**src/rtl/vector_cache_pkg.sv**
```systemverilog
`default_nettype none
// ============================================================================
//  Module   : vector_cache_pkg
//  Purpose  : Shared types and constants for the vector cache write-response
//             path. Holds the write-response payload, the transaction id
//             carrying the direction index, the default response buffer
//             depth and a small direction-compare helper.
//  Revision : 1.0 - initial release
// ============================================================================
package vector_cache_pkg;

    localparam int DIR_W           = 2;   // four directions
    localparam int TAG_W           = 6;
    localparam int SIDEBAND_W      = 8;
    localparam int WRESP_BUF_DEPTH = 8;

    typedef struct packed {
        logic [DIR_W-1:0] direction_id;
        logic [TAG_W-1:0] tag;
    } wr_txnid_t;

    typedef struct packed {
        wr_txnid_t             txnid;
        logic [SIDEBAND_W-1:0] sideband;
    } wr_resp_pld_t;

    // True when the response is addressed to direction 'dir'.
    function automatic logic dir_match(input wr_resp_pld_t pld,
                                       input logic [DIR_W-1:0] dir);
        return (pld.txnid.direction_id == dir);
    endfunction

endpackage
`default_nettype wire

```
**src/rtl/vec_sync_fifo.sv**
```systemverilog
`default_nettype none
// ============================================================================
//  Module   : vec_sync_fifo
//  Purpose  : Single-clock FIFO with extra-bit wrap pointers. Storage is not
//             reset; only the pointers are. Read data is the entry at the
//             read pointer (combinational), so it is valid the cycle after
//             the write that filled it.
//  Ports    : clk, rst      - clock, synchronous active-high reset
//             push, data_in - write strobe and data (ignored when full
//                             unless a pop happens in the same cycle)
//             pop, data_out - read strobe and head entry
//             empty, full   - status from the registered pointers
//             count         - occupancy, 0..DEPTH
//  Revision : 1.0 - initial release
// ============================================================================
module vec_sync_fifo #(
    parameter int WIDTH = 8,
    parameter int DEPTH = 8
) (
    input  logic                       clk,
    input  logic                       rst,
    input  logic                       push,
    input  logic [WIDTH-1:0]           data_in,
    input  logic                       pop,
    output logic [WIDTH-1:0]           data_out,
    output logic                       empty,
    output logic                       full,
    output logic [$clog2(DEPTH+1)-1:0] count
);

    localparam int c_aw = $clog2(DEPTH);
    localparam int c_pw = c_aw + 1;
    localparam int c_cw = $clog2(DEPTH+1);

    logic [WIDTH-1:0] r_mem [DEPTH];
    logic [c_pw-1:0]  r_wr_ptr;
    logic [c_pw-1:0]  r_rd_ptr;
    logic             w_do_push;
    logic             w_do_pop;
    logic [c_pw-1:0]  w_diff;

    assign empty    = (r_wr_ptr == r_rd_ptr);
    assign full     = (r_wr_ptr[c_aw] != r_rd_ptr[c_aw]) &&
                      (r_wr_ptr[c_aw-1:0] == r_rd_ptr[c_aw-1:0]);
    assign w_do_pop  = pop && !empty;
    // A pop in the same cycle frees the slot being written, so a full FIFO
    // still accepts: write and read hit the same index on the same edge.
    assign w_do_push = push && (!full || w_do_pop);
    assign w_diff    = r_wr_ptr - r_rd_ptr;
    assign count     = c_cw'(w_diff);
    assign data_out  = r_mem[r_rd_ptr[c_aw-1:0]];

    always_ff @(posedge clk) begin
        if (w_do_push) begin
            r_mem[r_wr_ptr[c_aw-1:0]] <= data_in;
        end
    end

    always_ff @(posedge clk) begin
        if (rst) begin
            r_wr_ptr <= '0;
            r_rd_ptr <= '0;
        end else begin
            if (w_do_push) begin
                r_wr_ptr <= r_wr_ptr + 1'b1;
            end
            if (w_do_pop) begin
                r_rd_ptr <= r_rd_ptr + 1'b1;
            end
        end
    end

endmodule
`default_nettype wire

```
**src/rtl/wr_resp_dir_buffer.sv**
```systemverilog
`default_nettype none
// ============================================================================
//  Module   : wr_resp_dir_buffer
//  Purpose  : Per-direction write-response return buffer. Captures the
//             non-backpressured responses the decode stage sends to this
//             direction, queues them in order and returns them to the
//             master over valid/ready. Exports occupancy and an almost-full
//             credit throttle, and flags misdirected responses.
//  Ports    : clk, rst          - clock, synchronous active-high reset
//             in_vld, in_pld    - response from decode stage (never stalls)
//             out_vld, out_rdy,
//             out_pld           - head entry toward the master
//             almost_full       - free entries <= AF_MARGIN
//             count             - occupancy
//             dir_err           - sticky misdirected-response flag
//             ovf_err           - sticky overflow flag (WRESP_OVF_CHK_EN only)
//  Config   : WRESP_OVF_CHK_EN  - adds ovf_err and an overflow assertion;
//                                 without it overflowing responses are
//                                 silently dropped.
//  Revision : 1.0 - initial release
// ============================================================================
module wr_resp_dir_buffer
    import vector_cache_pkg::*;
#(
    parameter int DIR_ID    = 0,
    parameter int DEPTH     = WRESP_BUF_DEPTH,
    parameter int AF_MARGIN = 2
) (
    input  logic                       clk,
    input  logic                       rst,
    input  logic                       in_vld,
    input  wr_resp_pld_t               in_pld,
    output logic                       out_vld,
    input  logic                       out_rdy,
    output wr_resp_pld_t               out_pld,
    output logic                       almost_full,
    output logic [$clog2(DEPTH+1)-1:0] count,
    output logic                       dir_err
`ifdef WRESP_OVF_CHK_EN
    ,
    output logic                       ovf_err
`endif
);

    localparam int               c_cw        = $clog2(DEPTH+1);
    localparam logic [DIR_W-1:0] c_dir_id    = DIR_W'(DIR_ID);
    localparam logic [c_cw-1:0]  c_af_thresh = c_cw'(DEPTH - AF_MARGIN);

    logic w_match;
    logic w_empty;
    logic w_full;
    logic w_pop;
    logic w_push;
    logic r_dir_err;

    assign w_match = dir_match(in_pld, c_dir_id);
    assign out_vld = !w_empty;
    assign w_pop   = out_vld && out_rdy;
    assign w_push  = in_vld && w_match && (!w_full || w_pop);

    vec_sync_fifo #(
        .WIDTH ($bits(wr_resp_pld_t)),
        .DEPTH (DEPTH)
    ) u_fifo (
        .clk      (clk),
        .rst      (rst),
        .push     (w_push),
        .data_in  (in_pld),
        .pop      (w_pop),
        .data_out (out_pld),
        .empty    (w_empty),
        .full     (w_full),
        .count    (count)
    );

    // Derived from registered occupancy: one cycle of credit lag, which the
    // AF_MARGIN covers for the decode stage's in-flight response.
    assign almost_full = (count >= c_af_thresh);

    always_ff @(posedge clk) begin
        if (rst) begin
            r_dir_err <= 1'b0;
        end else if (in_vld && !w_match) begin
            r_dir_err <= 1'b1;
        end
    end
    assign dir_err = r_dir_err;

`ifdef WRESP_OVF_CHK_EN
    logic w_ovf;
    logic r_ovf_err;

    // Full and no pop: the matching response has nowhere to go.
    assign w_ovf = in_vld && w_match && w_full && !w_pop;

    always_ff @(posedge clk) begin
        if (rst) begin
            r_ovf_err <= 1'b0;
        end else if (w_ovf) begin
            r_ovf_err <= 1'b1;
        end
    end
    assign ovf_err = r_ovf_err;

    always_ff @(posedge clk) begin
        if (!rst) begin
            assert (!w_ovf)
                else $warning("wr_resp_dir_buffer: response overflow, entry dropped");
        end
    end
`endif

endmodule
`default_nettype wire

```
**config.mk**
```make
export PLATFORM = sky130hd
export DESIGN_NAME = wr_resp_dir_buffer
export DESIGN_NICKNAME = d
export VERILOG_FILES = /design/src/rtl/vector_cache_pkg.sv /design/src/rtl/vec_sync_fifo.sv /design/src/rtl/wr_resp_dir_buffer.sv
export SDC_FILE = /design/constraint.sdc
export NUM_CORES = 1
export LEC_CHECK = 0
export BUFFER_PORTS_ARGS = -buffer_cell sky130_fd_sc_hd__clkbuf_2
export CORE_AREA = 2 2 114 116
export DETAILED_ROUTE_END_ITERATION = 8
export DIE_AREA = 0 0 116 118
export SLEW_MARGIN = 20
export SYNTH_ARGS = -nofsm -noshare
export SYNTH_HDL_FRONTEND = slang
export SYNTH_SLANG_ARGS = --single-unit
```
**constraint.sdc**
```tcl
create_clock -name clk -period 3.7 [get_ports clk]
set_input_delay 0.74 -clock clk [delete_from_list [all_inputs] [get_ports clk]]
set_output_delay 0.74 -clock clk [all_outputs]
set_load 0.05 [all_outputs]
```
==> impl_metrics.json <==
{
  "cp-end-kind": "output port",
  "postRouteWirelength_microns": 9680,
  "ys_top_cells_by_area": "edfxtp_1, mux4_2, dfxtp_1",
  "io_buffers": 42,
  "start_util": 0.440,
  "clock_latency_ns": 0.41,
  "seq_area_sq_mm": 0.00409,
  "num_antenna_cells": 0,
  "ys_ff_latch": 140,
  "path_max_fanout": 6,
  "final_net_count": 352,
  "placed_cells": 479,
  "rsz0062_at_grt": "no",
  "fin_crit_sh": 0.829,
  "grt_pass1_wl_microns": 15200,
  "chipWidth_microns": 116,
  "grtUsageTotal": 0.156,
  "final_cell_mix": "edfxtp_1, clkbuf_2, mux4_2, clkbuf_16, mux2_2",
  "tightest_slew_ns": 0.793,
  "worstSetupStartpointType": "register",
  "cts_setup_buffers": 0,
  "p_per_area_mw_per_mm2": 563,
  "peakVddDrop_mv": 0.236,
  "final_core_util": 0.531,
  "die_y_microns": 118,
  "num_rows": 41,
  "synth_edf_count": 128,
  "ys_seq_area_frac": 0.747,
  "ioPinCount": 43,
  "slew_headroom": 0.470,
  "final.setup.tns_ns": 0,
  "num_vias": 2563,
  "synthCells": 260,
  "syn_nets": 286,
  "arrival_ns": 2.33,
  "cts_tree": "built",
  "hold_violations": 0,
  "cts_max_level": 4,
  "ys.flop_type": "edfxtp_1",
  "multiInputGateArea_sq_mm": 0.00136,
  "critPathRequiredTime_ns": 2.96,
  "status": "completed",
  "cts_resized": 0,
  "first_global_vias": 2721,
  "grt_max_degree": 33,
  "finalSetupViolCount": 0,
  "synth_cell_type_count": 33,
  "async_flop_share": 0,
  "syn_area_per_cell_sq_um": 21.0,
  "antenna_found_initial": 0,
  "dr.pass1.iters": 4,
  "cts_hold_buf": 0,
  "post_drt_via_cell_ratio": 5.02,
  "place_hpwl_microns": 6170,
  "finClkSkew_ns": 0.00958,
  "drv_cap": 0,
  "finalMaxSlewViolations": 0,
  "numCtsBuffers": 17,
  "synth_top_area_cell": "edfxtp_1",
  "crit_type": "register to output port",
  "first_iter_violations": 218,
  "p_leak_nw": 2.20,
  "final_common_cell": "edfxtp_1",
  "mappedNetlistArea_sq_mm": 0.00547,
  "p_total_mw": 3.71,
  "cts_root_buf": "clkbuf_16",
  "synth_top_area_frac": 0.703,
  "clk_pin_slew_ns": 0.06,
  "final_antenna_net_count": 0,
  "drive_above_1_share": 0.434,
  "place.gp.congestion": 0.751,
  "hold_ws_ns": 0.452,
  "clkSinkCount": 140,
  "hp-class": "register to register",
  "dieArea_sq_mm": 0.0137,
  "synthToLayoutAreaGrowth_pct": 20.6,
  "cts.path.max_buffers": 2,
  "fmax_mhz": 326,
  "n_fill_cell": 1019,
  "ys_warn_count": 0,
  "fin_crit_ns": 3.07,
  "coreArea_sq_mm": 0.0124,
  "overflow": 0,
  "wire_per_inst_microns": 18.9,
  "drc": 0,
  "final-instance-count-excl-fill": 511
}
## power breakdown
group | internal, mW | switching [mW]
Sequential | 1.74 | 0.00839
Combinational | 0.141 | 0.255
Clock | 0.984 | 0.578
## metrics by stage
stage / instance area [sq um] / setup WS [ns]
4_1_cts: 6590 / 0.610
3_3_place_gp: 6020 / 0.808
5_1_grt: 6590 / 0.497
2_1_floorplan: 5470 / 0.284
6_report: 6590 / 0.634
3_5_place_dp: 6020 / 0.722
## cells by family (layout without fill, tap and decap cells)
| group | after synthesis | in the layout | synth area share |
|---|---|---|---|
| and+or+nand+nor | 26 | 26 | 0.0254 |
| xor gates and xnor gates | 7 | 7 | 0.0126 |
| DFF | 140 | 140 | 0.747 |
| AOI/OAI and AO/OA | 12 | 12 | 0.0165 |
| muxes | 50 | 50 | 0.169 |
| adders and majority gates | 6 | 6 | 0.0151 |
| buffers and inverters | 19 | 98 | 0.0137 |
## Yosys cell counts, types with 2 or more instances
cell type and n:
a21oi_1 6, nand2_1 4, ha_1 5, clkbuf_1 6, o21ai_0 2, nor2_1 7, dfxtp_1 12, mux4_2 32
inv_1 9, xnor2_1 4, mux2_2 16, edfxtp_1 128, nor3_1 3, buf_2 3, xor2_1 2, nor4_1 4
## final timing paths
kind                              startpoint                      endpoint  slack [ns]  cells after the start
max          u_fifo.r_wr_ptr[0]$_SDFFE_PP0P_                   almost_full        0.63                      6
min reg2reg             dir_err$_SDFFE_PP0P_          dir_err$_SDFFE_PP0P_        0.45                      2
min                     dir_err$_SDFFE_PP0P_          dir_err$_SDFFE_PP0P_        0.45                      2
max reg2reg  u_fifo.r_wr_ptr[0]$_SDFFE_PP0P_  u_fifo.r_mem[6][6]$_DFFE_PP_        0.92                      7
## registers in the layout, summed over array words and instances, names as in the netlist, named ones only
signal / count
dir_err: 1
u_fifo.r_rd_ptr: 4
u_fifo.r_wr_ptr: 4
u_fifo.r_mem: 128
## routing by layer
layer	vias up	part of all wire	global-route usage	wire length, microns
met4	0	0.012	0.0513	116
met1	1311	0.44	0.205	4270
li1	1191	-	-	-
met3	11	0.045	0.0582	436
met2	50	0.50	0.242	4850
met5	-	0	0	0
## area by class of cell
type / instances / share of cell area
Sequential cell: 140 / 0.620
Multi-Input combinational cell: 101 / 0.206
Clock buffer: 26 / 0.0807
Timing Repair Buffer: 57 / 0.0509
Tap cell: 172 / 0.0327
Inverter: 9 / 0.00513
Clock inverter: 6 / 0.00494
## worst max-delay path, stage by stage (launching register included)
cell and delay [ns]:
dfxtp_1 0.46, inv_1 0.22, ha_1 0.26, fa_1 0.38, xnor2_1 0.20, a21o_1 0.14, clkbuf_2 0.26
No activity file was read; power rests on OpenSTA's default activity.
